--- config.mk ---
export PLATFORM = sky130hd
export DESIGN_NAME = ad7606_frame_packer
export DESIGN_NICKNAME = d
export VERILOG_FILES = /design/src/rtl/ad7606_frame_packer.sv
export SDC_FILE = /design/constraint.sdc
export NUM_CORES = 1
export LEC_CHECK = 0
export BUFFER_PORTS_ARGS = -buffer_cell sky130_fd_sc_hd__buf_2
export CORE_ASPECT_RATIO = 1.25
export CORE_MARGIN = 10
export CORE_UTILIZATION = 35
export DETAILED_ROUTE_END_ITERATION = 8
export GPL_ROUTABILITY_DRIVEN = 1
export GPL_TIMING_DRIVEN = 0
export SETUP_SLACK_MARGIN = 0.2
export SYNTH_ARGS = -nofsm -noshare
export SYNTH_HDL_FRONTEND = slang
export SYNTH_SLANG_ARGS = --single-unit
--- constraint.sdc ---
create_clock -name i_clk -period 8.45 [get_ports i_clk]
set_input_delay 1.69 -clock i_clk [delete_from_list [all_inputs] [get_ports i_clk]]
set_output_delay 1.69 -clock i_clk [all_outputs]
set_load 0.02 [all_outputs]
--- src/rtl/ad7606_frame_packer.sv ---
`default_nettype none
// +----------------------------------------------------------------------------+
// | ad7606_frame_packer                                                         |
// | Gathers one sample per AD7606 channel into a tagged frame, buffers whole    |
// | frames in a FIFO and streams them out as 16-bit valid/ready words.          |
// | Optional: AD7606_PACK_CSUM_EN appends a 16-bit wrapping checksum word.      |
// | Revision: 1.0                                                               |
// +----------------------------------------------------------------------------+
module ad7606_frame_packer #(
  parameter int         P_FIFO_DEPTH = 32,
  parameter logic [7:0] P_HEADER_TAG = 8'hA5
) (
  input  logic        i_clk,
  input  logic        i_rst,
  input  logic [15:0] i_user_data_1,
  input  logic [15:0] i_user_data_2,
  input  logic [15:0] i_user_data_3,
  input  logic [15:0] i_user_data_4,
  input  logic [15:0] i_user_data_5,
  input  logic [15:0] i_user_data_6,
  input  logic [15:0] i_user_data_7,
  input  logic [15:0] i_user_data_8,
  input  logic        i_user_data_valid_1,
  input  logic        i_user_data_valid_2,
  input  logic        i_user_data_valid_3,
  input  logic        i_user_data_valid_4,
  input  logic        i_user_data_valid_5,
  input  logic        i_user_data_valid_6,
  input  logic        i_user_data_valid_7,
  input  logic        i_user_data_valid_8,
  output logic [15:0] o_tx_data,
  output logic        o_tx_valid,
  input  logic        i_tx_ready,
  output logic        o_tx_last,
  output logic [15:0] o_frame_cnt,
  output logic [7:0]  o_drop_cnt,
  output logic        o_seq_err,
  output logic        o_overflow
);

  localparam int C_AW = $clog2(P_FIFO_DEPTH);
`ifdef AD7606_PACK_CSUM_EN
  localparam int C_FRAME_LEN = 10;
`else
  localparam int C_FRAME_LEN = 9;
`endif

  typedef enum logic [1:0] {
    S_IDLE = 2'd0,
    S_HDR  = 2'd1,
    S_DATA = 2'd2
`ifdef AD7606_PACK_CSUM_EN
    , S_CSUM = 2'd3
`endif
  } state_t;

  state_t       r_state, w_state_nxt;
  logic [15:0]  w_in_data [8];
  logic [7:0]   w_in_valid;
  logic [15:0]  r_hold [8];
  logic [15:0]  w_hold_nxt [8];
  logic [15:0]  r_shadow [8];
  logic [7:0]   r_mask, w_mask_nxt;
  logic         w_repeat, w_complete, w_admit, w_space_ok;
  logic [7:0]   r_seq;
  logic [2:0]   r_idx;
  logic [15:0]  r_frame_cnt;
  logic [7:0]   r_drop_cnt;
  logic         r_seq_err, r_overflow;
  logic         w_wr_en, w_pop;
  logic [16:0]  w_wr_data, w_head;
  logic [16:0]  r_mem [P_FIFO_DEPTH];
  logic [C_AW-1:0] r_wr_ptr, r_rd_ptr;
  logic [C_AW:0]   r_count;

  always_comb begin
    w_in_data[0] = i_user_data_1;  w_in_data[1] = i_user_data_2;
    w_in_data[2] = i_user_data_3;  w_in_data[3] = i_user_data_4;
    w_in_data[4] = i_user_data_5;  w_in_data[5] = i_user_data_6;
    w_in_data[6] = i_user_data_7;  w_in_data[7] = i_user_data_8;
    w_in_valid = {i_user_data_valid_8, i_user_data_valid_7, i_user_data_valid_6,
                  i_user_data_valid_5, i_user_data_valid_4, i_user_data_valid_3,
                  i_user_data_valid_2, i_user_data_valid_1};
  end

  // A repeated channel restarts the partial frame with only the new samples.
  always_comb begin
    w_repeat   = |(w_in_valid & r_mask);
    w_mask_nxt = w_repeat ? w_in_valid : (r_mask | w_in_valid);
    w_complete = (w_mask_nxt == 8'hFF);
    for (int i = 0; i < 8; i++) begin
      w_hold_nxt[i] = w_in_valid[i] ? w_in_data[i] : r_hold[i];
    end
    w_space_ok = (r_count <= (C_AW+1)'(P_FIFO_DEPTH - C_FRAME_LEN));
    w_admit    = w_complete && (r_state == S_IDLE) && w_space_ok;
  end

`ifdef AD7606_PACK_CSUM_EN
  logic [15:0] w_csum;
  always_comb begin
    w_csum = '0;
    for (int i = 0; i < 8; i++) begin
      w_csum = w_csum + r_shadow[i];
    end
  end
`endif

  always_ff @(posedge i_clk) begin
    if (i_rst) r_state <= S_IDLE;
    else       r_state <= w_state_nxt;
  end

  always_comb begin
    w_state_nxt = r_state;
    w_wr_en     = 1'b0;
    w_wr_data   = '0;
    case (r_state)
      S_IDLE: if (w_admit) w_state_nxt = S_HDR;
      S_HDR: begin
        w_wr_en     = 1'b1;
        w_wr_data   = {1'b0, P_HEADER_TAG, r_seq};
        w_state_nxt = S_DATA;
      end
      S_DATA: begin
        w_wr_en   = 1'b1;
        w_wr_data = {1'b0, r_shadow[r_idx]};
        if (r_idx == 3'd7) begin
`ifdef AD7606_PACK_CSUM_EN
          w_state_nxt = S_CSUM;
`else
          w_wr_data[16] = 1'b1;
          w_state_nxt   = S_IDLE;
`endif
        end
      end
`ifdef AD7606_PACK_CSUM_EN
      S_CSUM: begin
        w_wr_en     = 1'b1;
        w_wr_data   = {1'b1, w_csum};
        w_state_nxt = S_IDLE;
      end
`endif
      default: w_state_nxt = S_IDLE;
    endcase
  end

  always_ff @(posedge i_clk) begin
    if (i_rst) begin
      r_mask      <= '0;
      r_seq       <= '0;
      r_idx       <= '0;
      r_frame_cnt <= '0;
      r_drop_cnt  <= '0;
      r_seq_err   <= 1'b0;
      r_overflow  <= 1'b0;
      for (int i = 0; i < 8; i++) begin
        r_hold[i]   <= '0;
        r_shadow[i] <= '0;
      end
    end else begin
      r_mask <= w_complete ? 8'h00 : w_mask_nxt;
      for (int i = 0; i < 8; i++) r_hold[i] <= w_hold_nxt[i];
      if (w_repeat) r_seq_err <= 1'b1;
      if (w_complete) begin
        if (w_admit) begin
          for (int i = 0; i < 8; i++) r_shadow[i] <= w_hold_nxt[i];
          r_frame_cnt <= r_frame_cnt + 16'd1;
        end else begin
          r_overflow <= 1'b1;
          if (r_drop_cnt != 8'hFF) r_drop_cnt <= r_drop_cnt + 8'd1;
        end
      end
      if (r_state == S_HDR) begin
        r_seq <= r_seq + 8'd1;
        r_idx <= '0;
      end else if (r_state == S_DATA) begin
        r_idx <= r_idx + 3'd1;
      end
    end
  end

  // Admission guarantees space, so writes never check for full.
  assign w_pop = (r_count != '0) && i_tx_ready;

  always_ff @(posedge i_clk) begin
    if (w_wr_en) r_mem[r_wr_ptr] <= w_wr_data;
  end

  always_ff @(posedge i_clk) begin
    if (i_rst) begin
      r_wr_ptr <= '0;
      r_rd_ptr <= '0;
      r_count  <= '0;
    end else begin
      if (w_wr_en) r_wr_ptr <= r_wr_ptr + 1'b1;
      if (w_pop)   r_rd_ptr <= r_rd_ptr + 1'b1;
      r_count <= r_count + (C_AW+1)'(w_wr_en) - (C_AW+1)'(w_pop);
    end
  end

  assign w_head      = r_mem[r_rd_ptr];
  assign o_tx_valid  = (r_count != '0);
  assign o_tx_data   = o_tx_valid ? w_head[15:0] : 16'h0000;
  assign o_tx_last   = o_tx_valid ? w_head[16] : 1'b0;
  assign o_frame_cnt = r_frame_cnt;
  assign o_drop_cnt  = r_drop_cnt;
  assign o_seq_err   = r_seq_err;
  assign o_overflow  = r_overflow;

endmodule
`default_nettype wire

==> results_dict.tcl, run 1 <==
set metrics [dict create \
    grtUsageTotal_pct 16.0 \
    gp_congestion 0.819 \
    drt-vias-per-instance 5.11 \
    coreArea_mm2 0.0963 \
    cts_tree "done" \
    rsz0062_at_grt "false" \
    insertion_delay_ns 0.65 \
    cp_max_fo 10 \
    clk_pin_slew_ns 0.06 \
    io_buffers 175 \
    status "completed" \
    routed-wl-met3_um 4560 \
    utilization_pct 41.9 \
    drt-initial-drc-count 1561 \
    hpwl_um 65900 \
    path_class "flip-flop to output pin" \
    min_from "o_seq_err$_SDFFE_PP0P_" \
    start_util_pct 35.3 \
    ir_worst_vdd_mv 0.135 \
    die_w_um 299 \
    first_pass_iters 5 \
    wl_met2_um 46600 \
    ctsRootBufferMaster "clkbuf_16" \
    ios 183 \
    cts_buffers 89 \
    clockBufferDepth 3 \
    cp_top_family "buffers and inverters" \
    m1WireLength_um 35200 \
    final_antenna_net_count 0 \
    nNetsFinal 2434 \
    setup_viol 0 \
    htree_levels 3 \
    antenna_found_initial 3 \
    vias 18572 \
    layout_commonest_cell "edfxtp_1" \
    place_ws_ns 2.73 \
    hp-class "flip-flop to flip-flop" \
    rows 127 \
    powerDensity_mw_per_mm2 244 \
    die_area_mm2 0.110 \
    synth_cells 1952 \
    die_h_um 369 \
    cap_violations 0 \
    path_buf_inv 4 \
    maxSlewViolCount 0 \
    worst_slack_ns 2.31 \
    yosys_warnings 0 \
    cts_resized 0 \
    hold_viol 0 \
    cts_hold_buf 0 \
    ys.flop_type "edfxtp_1" \
    grt_max_degree 70 \
    synthArstFlopShare_pct 0 \
    num-fill-cells 8557 \
    grt_pass1_vias 19680 \
    path_cells "clkbuf_1, clkbuf_1, buf_2, mux4_2, mux4_2, mux2i_1, nor2_1, buf_2" \
    clock_skew_ns 0.0254 \
    relSlewSlack_pct 16.2 \
    clock_sinks 871 \
    worst_slew_pin_slew_ns 1.25 \
    critPathRequiredTime_ns 6.76 \
    seq_area_frac_synth_pct 71.0 \
    r2r_start "r_mask[0]$_SDFF_PP0_" \
    layout-drive-gt1-share_pct 27.6 \
    routed.top_layer "met4" \
    worstPathArrival_ns 4.45 \
    power.leakage_uw 0.0134 \
    area_growth_pct 18.5 \
    drc_errors 0 \
    ys_ff_latch 871 \
    routedWlPerCell_um 24.6 \
    syn-cell-area_mm2 0.0340 \
    post-route-period-util_pct 72.6 \
    max_freq_mhz 163 \
    grt_pass1_wl_um 133000 \
    cpPeakStageDelay_ns 0.77 \
    syn-num-nets 2114 \
    synthDistinctLibCells 47 \
    cpMaxStageDelayCell "clkbuf_1" \
    synth_edf_count 672 \
    globalRouteOverflowTotal 0 \
    wl_um 89300 \
    worst_setup_path_end_kind "output pin" \
    fin_crit_ns 6.14 \
    cts_setup_buffers 0 \
    avgSynthCellArea_um2 17.4 \
    most-common-layout-cells "edfxtp_1 (672), mux4_2 (202), nor2_1 (200), dfxtp_1 (199), buf_2 (187)" \
    startpoint_type "flip-flop" \
]
[through the flow]
stage               TNS (ns)  hold slack (ns)  cell area, um^2  std cells  total power, uW
floorplan                  0            0.455            34000       1952             5670
global placement      -51.38            0.468            36500       3417             6090
detailed placement         0            0.475            37500       3471             6110
CTS                        0            0.489            40300       3631             9930
global route               0            0.509            40300       3632            10200
finish                     0            0.480            40300       3632             9830
[logic make-up after synthesis]
group / count (synthesis) / share of synthesized area (%)
DFF: 871 / 71.0
and+or+nand+nor: 450 / 6.11
muxes: 369 / 18.3
buffers and inverters: 142 / 1.68
AOI/OAI and AO/OA: 63 / 1.16
xor gates and xnor gates: 34 / 0.875
adders and majority gates: 23 / 0.867
[power by group]
group / internal [uW] / switching [uW]
Clock: 2200 / 1620
Combinational: 584 / 733
Sequential: 4650 / 38.0
[cell type report]
type | count | area (um^2) | share of cell area, %
multi-input cells | 939 | 9470 | 23.5
repair buffers | 229 | 1700 | 4.22
well taps | 1290 | 1610 | 4.00
flip-flops and latches | 871 | 24200 | 59.9
inverters | 16 | 60.1 | 0.149
diodes | 1 | 2.50 | 0.00620
plain buffers | 126 | 510 | 1.27
clock buffers | 121 | 2470 | 6.13
clock inverters | 39 | 352 | 0.871
[routing by layer]
| metal | vias up | GRT usage [%] |
|---|---|---|
| met4 | 0 | 6.12 |
| li1 | 8263 | - |
| met5 | - | 0 |
| met3 | 146 | 2.48 |
| met2 | 603 | 28.6 |
| met1 | 9560 | 19.3 |
[registers in the layout (all words and copies together) (netlist names), 3 cells and up, named ones only]
| register | cells |
|---|---|
| r_count | 6 |
| r_wr_ptr | 5 |
| r_shadow | 128 |
| r_mask | 8 |
| o_drop_cnt | 8 |
| r_hold | 128 |
| r_mem | 544 |
| r_seq | 8 |
| o_frame_cnt | 16 |
| r_idx | 3 |
| r_rd_ptr | 5 |
[cells in the mapped netlist, types with 3 or more instances]
cell | instances | area (um^2)
edfxtp_1 | 672 | 20200
nor2_1 | 223 | 837
mux4_2 | 202 | 4550
dfxtp_1 | 199 | 3980
mux2i_1 | 155 | 1550
nor3_1 | 112 | 561
clkbuf_1 | 86 | 323
nand2_1 | 27 | 101
xor2_1 | 26 | 228
a21oi_1 | 24 | 120
buf_1 | 24 | 90.1
ha_1 | 22 | 275
nand4_1 | 18 | 113
nor2b_1 | 17 | 106
inv_1 | 16 | 60.1
buf_2 | 12 | 60.1
mux2_2 | 12 | 135
o21ai_0 | 12 | 60.1
a22oi_1 | 11 | 82.6
nand3_1 | 11 | 55.1
and3_1 | 10 | 62.6
xnor2_1 | 8 | 70.1
and2_1 | 6 | 37.5
nand2b_1 | 6 | 37.5
or3_1 | 6 | 37.5
and4_1 | 5 | 43.8
a41oi_1 | 3 | 26.3
[worst paths after layout]
check / cells after the start / slack, ns / to
worst min-delay path: 2 / 0.48 / o_seq_err$_SDFFE_PP0P_
worst max register to register: 8 / 4.37 / r_shadow[2][4]$_SDFFCE_PN0P_
worst min register to register: 2 / 0.48 / o_seq_err$_SDFFE_PP0P_
worst max-delay path: 8 / 2.31 / o_tx_data[11]
[worst min-delay path: stages (launching register included)]
cell     delay [ns]
dfxtp_1        0.32
inv_1          0.05
a21oi_1        0.05
No activity file was read; power rests on OpenSTA's default activity.
==> inputs of run 2 (changes only) <==
Clock period 8.45 ns to 6.3 ns, I/O delays scaled along.
==> run 2 against run 1 <==
  * Cell count increased by 0.11%
  * Critical endpoint is now o_tx_data[12]
  * Clock skew increased by 0.016 ns
  * Via count increased by 0.46%
  * Register-to-register slack got worse by 2.2 ns
  * Sequential cell count unchanged
  * Critical path type unchanged
  * Clock power increased by 40%
  * Wire length rose by 0.55%
  * Largest power group unchanged
  * Global-route usage is 0.15 points higher
  * Critical path depth stayed put
==> results_dict.tcl, run 2 (synthesis gave the netlist of run 1 again) <==
set metrics [dict create \
    cpMaxStageDelayCell "clkbuf_1" \
    ir_worst_vdd_mv 0.211 \
    wl_um 89800 \
    start_util_pct 35.3 \
    fin_crit_ns 5.63 \
    cts_tree "done" \
    path_class "flip-flop to output pin" \
    intPower_uw 10100 \
    insertion_delay_ns 0.67 \
    grt_pass1_wl_um 134000 \
    antenna_found_initial 1 \
    final_antenna_net_count 0 \
    cts_resized 0 \
    place_inst 3472 \
    vias 18657 \
    maxSlewViolCount 0 \
    clkPwrFrac_pct 40.4 \
    startpoint_type "flip-flop" \
    cap_violations 0 \
    num-fill-cells 8614 \
    drc_errors 0 \
    setup_viol 0 \
    p_comb_share_pct 12.4 \
    die_h_um 369 \
    power.switching_uw 3240 \
    swShare_pct 24.3 \
    cp_max_fo 10 \
    drt-initial-drc-count 1310 \
    layout-drive-gt1-share_pct 27.6 \
    cts_setup_buffers 0 \
    clockBufferDepth 3 \
    cts_hold_buf 0 \
    first_pass_iters 5 \
    regArea_mm2 0.0242 \
    reg_top3 "r_mem: 544 flops, r_hold: 128 flops, r_shadow: 128 flops" \
    rows 127 \
    path_common_cell "clkbuf_1" \
    nNetsFinal 2434 \
    ios 183 \
    fin_tns_setup_ns 0 \
    area_growth_pct 19.0 \
    grt_pass1_vias 19842 \
    routedWlPerCell_um 24.7 \
    htree_levels 3 \
    hp-class "flip-flop to flip-flop" \
    hpwl_um 66300 \
    layout_commonest_cell "edfxtp_1" \
    worst_setup_path_end_kind "output pin" \
    max_freq_mhz 178 \
    antenna_cells 0 \
    largest_register_ffs 544 \
    path_cells "clkbuf_1, clkbuf_1, clkbuf_1, mux4_2, mux4_2, mux2i_1, nor2_1, buf_2" \
    clock_skew_ns 0.0414 \
    drt-vias-per-instance 5.13 \
    coreArea_mm2 0.0963 \
    rsz0062_at_grt "false" \
    powerDensity_mw_per_mm2 329 \
    io_buffers 175 \
    most-common-layout-cells "edfxtp_1 (672), mux4_2 (202), nor2_1 (200), dfxtp_1 (199), buf_2 (187)" \
    cts_buffers 88 \
    clock_sinks 871 \
    hold_viol 0 \
    ctsRootBufferMaster "clkbuf_16" \
    worst_slew_pin_slew_ns 1.20 \
    die_area_mm2 0.110 \
    post-route-period-util_pct 89.3 \
    cpPeakStageDelay_ns 0.76 \
    regMostFlops "r_mem" \
    grt_max_degree 71 \
    status "completed" \
    power.leakage_uw 0.0134 \
    grtUsageTotal_pct 16.2 \
    die_w_um 299 \
    clk_pin_slew_ns 0.06 \
    globalRouteOverflowTotal 0 \
    multi_input_area_mm2 0.00947 \
    gp_congestion 0.807 \
    p_seq_share_pct 47.2 \
    relSlewSlack_pct 20.3 \
    critPathRequiredTime_ns 5.04 \
    fin_cells 3636 \
    worstPathArrival_ns 4.37 \
]
run 2: cell count changes in the layout (fill, tap and decap cells not counted), moves of 2 or more:
cell,before,now
clkbuf_16,92,88
clkbuf_2,2,0
bufinv_16,5,11
clkinv_1,9,12
clkinv_16,0,2
clkinvlp_4,6,3
run 2: through the flow:
stage / area [um^2] / utilization [%] / total power [uW] / hold slack, ns / setup WS [ns]
6_report: 40500 / 42.1 / 13300 / 0.477 / 0.672
5_1_grt: 40500 / 42.1 / 13800 / 0.504 / 0.416
4_1_cts: 40500 / 42.1 / 13500 / 0.485 / 0.537
3_5_place_dp: 37500 / 39.0 / 8090 / 0.468 / 0.961
3_3_place_gp: 36500 / 37.9 / 8060 / 0.466 / -0.162
2_1_floorplan: 34000 / - / 7520 / 0.455 / 1.36
run 2: path summary, 6_finish.rpt:
kind                                              from                  endpoint  slack (ns)  cells after the start
worst max register to register    r_mask[0]$_SDFF_PP0_  r_shadow[6][8]$_DFFE_PP_        2.22                      9
worst max-delay path                         flip-flop             o_tx_data[12]        0.67                      8
worst min-delay path            o_seq_err$_SDFFE_PP0P_    o_seq_err$_SDFFE_PP0P_        0.48                      2
worst min register to register  o_seq_err$_SDFFE_PP0P_    o_seq_err$_SDFFE_PP0P_        0.48                      2
run 2: critical path: cells and delay by family, from the launching register on:
kind,cells,cell delay [ns]
mux,3,1.25
flops,1,0.35
buf+inv,4,2.01
simple gates,1,0.09
run 2: power by group through the flow:
| stage | Combinational [uW] | Clock [uW] | Sequential, uW |
|---|---|---|---|
| finish | 1660 | 5370 | 6280 |
| global route | 1800 | 5720 | 6290 |
| CTS | 1700 | 5480 | 6280 |
| detailed placement | 1690 | 0 | 6410 |
| global placement | 1660 | 0 | 6400 |
| floorplan | 1140 | 0 | 6390 |
run 2: layout make-up:
| class | instances | area share (%) |
|---|---|---|
| clock buffer | 115 | 5.83 |
| sequential | 871 | 59.6 |
| clock inverter | 49 | 1.54 |
| tap | 1290 | 3.98 |
| multi-input combinational | 939 | 23.4 |
| buffer | 126 | 1.26 |
| timing repair buffer | 230 | 4.24 |
| inverter | 16 | 0.148 |
run 2: per-layer routing:
metal	track usage, %	vias up	part of all wire (%)
met5	0	-	0
met2	29.0	531	53
met1	19.3	9722	39
li1	-	8260	-
met3	2.86	144	5.0
met4	5.63	0	3.1
==> inputs of run 3 (changes only) <==
Settings changed: CORE_ASPECT_RATIO 1.25 to 0.6.
==> run 3 against run 2 <==
  * Clock power is 5.8% lower
  * Sequential share of layout area is 0.34 points higher
  * Power is 1.9% lower
  * Final area is 0.57% lower
  * Clock-buffer cell count is 18 lower
  * Combinational power is 3% higher
  * Critical path type unchanged
  * Critical endpoint is now o_tx_data[13]
  * Largest cell class unchanged
==> results_dict.tcl, run 3 (synthesis gave the netlist of run 1 again) <==
set metrics [dict create \
    cp_max_fo 10 \
    die_h_um 262 \
    fin_tns_setup_ns 0 \
    worst_slack_ns 0.698 \
    most-common-layout-cells "edfxtp_1 (672), mux4_2 (202), nor2_1 (200), dfxtp_1 (199), buf_2 (187)" \
    num-fill-cells 8510 \
    place_inst 3491 \
    fin_crit_ns 5.60 \
    antenna_found_initial 0 \
    worst_slew_pin_slew_ns 1.22 \
    final_antenna_net_count 0 \
    cp_top_family "buffers and inverters" \
    globalRouteOverflowTotal 0 \
    grtUsageMet3_pct 5.04 \
    hp-class "flip-flop to flip-flop" \
    htree_levels 3 \
    grt_max_degree 68 \
    nNetsFinal 2429 \
    multi_input_area_mm2 0.00947 \
    cpMaxStageDelayCell "clkbuf_1" \
    die_area_mm2 0.111 \
    power.leakage_uw 0.0133 \
    power.total_uw 13100 \
    routedWlPerCell_um 25.5 \
    cpPeakStageDelay_ns 0.70 \
    grtUsageTotal_pct 16.5 \
    wl_um 93000 \
    gp_congestion 0.866 \
    cts_buffers 79 \
    top_usage_layer "met1" \
    cts_setup_buffers 0 \
    clock_sinks 871 \
    coreArea_mm2 0.0962 \
    first_pass_iters 6 \
    layout_commonest_cell "edfxtp_1" \
    max_freq_mhz 179 \
    cts_hold_buf 0 \
    reg_top3 "r_mem: 544 flops, r_hold: 128 flops, r_shadow: 128 flops" \
    ctsRootBufferMaster "clkbuf_16" \
    drt-vias-per-instance 5.31 \
    clock_skew_ns 0.0259 \
    insertion_delay_ns 0.65 \
    start_util_pct 35.4 \
    post-route-period-util_pct 88.9 \
    io_buffers 175 \
    die_w_um 423 \
    setup_viol 0 \
    largest_register_ffs 544 \
    regMostFlops "r_mem" \
    ios 183 \
    worst_setup_path_end_kind "output pin" \
    cap_violations 0 \
    gr-usage-met2_pct 23.2 \
    gr-usage-met1_pct 24.9 \
    hpwl_um 68600 \
    place_ws_ns 0.857 \
    rows 88 \
    maxSlewViolCount 0 \
    layout-drive-gt1-share_pct 27.4 \
    clk_pin_slew_ns 0.07 \
    grt_pass1_wl_um 134000 \
    vias 19309 \
    hold_viol 0 \
    powerDensity_mw_per_mm2 324 \
    area_growth_pct 18.4 \
    critPathRequiredTime_ns 5.04 \
    grt_pass1_vias 19056 \
    path_cells "clkbuf_1, clkbuf_1, buf_2, mux4_2, mux4_2, mux2i_1, nor2_1, buf_2" \
    clockBufferDepth 3 \
    path_buf_inv 4 \
    relSlewSlack_pct 18.7 \
    drt-initial-drc-count 2227 \
    rsz0062_at_grt "false" \
    worstPathArrival_ns 4.34 \
    startpoint_type "flip-flop" \
    cts_resized 0 \
    utilization_pct 41.9 \
    regArea_mm2 0.0242 \
    fin_cells 3639 \
    cts_tree "done" \
    ir_worst_vdd_mv 0.213 \
    drc_errors 0 \
    path_class "flip-flop to output pin" \
    status "completed" \
]
[run 3: area by class of cell]
class | count | share of cell area [%]
Clock buffer | 97 | 5.31
Timing Repair Buffer | 234 | 4.36
Antenna cell | 3 | 0.0186
Buffer | 126 | 1.27
Clock inverter | 48 | 1.38
Multi-Input combinational cell | 939 | 23.5
Inverter | 16 | 0.149
Tap cell | 1305 | 4.05
Sequential cell | 871 | 60.0
[run 3: power by group]
group	total, uW	switching (uW)	internal [uW]
sequential	6290	59.0	6230
combinational	1710	998	715
clock	5060	2140	2920
total	13100	3200	9860
[run 3: metrics by stage]
step                      instance area (um^2)  hold WS [ns]
after floorplan                          34000         0.455
after global placement                   36600         0.441
after detailed placement                 37600         0.442
after CTS                                40300         0.452
after global routing                     40300         0.483
final                                    40300         0.447
[run 3: layer usage]
layer	share of wire, %	vias up	wire length, um
li1	-	8246	-
met1	46	10129	42400
met2	42	836	38900
met3	11	98	10000
met4	1.8	0	1660
met5	0	-	0
[run 3: worst min-delay path: cells and delay by family, from the launching register on]
kind	cells	cell delay [ns]
flops	1	0.31
buf+inv	1	0.05
compound gates	1	0.05
[run 3: worst paths after layout]
path	startpoint	to	slack, ns	depth (start not counted)
max	flip-flop	o_tx_data[13]	0.70	8
min	o_seq_err$_SDFFE_PP0P_	o_seq_err$_SDFFE_PP0P_	0.45	2
max reg2reg	r_mask[0]$_SDFF_PP0_	r_shadow[3][9]$_SDFFCE_PN0P_	2.10	8
min reg2reg	o_seq_err$_SDFFE_PP0P_	o_seq_err$_SDFFE_PP0P_	0.45	2
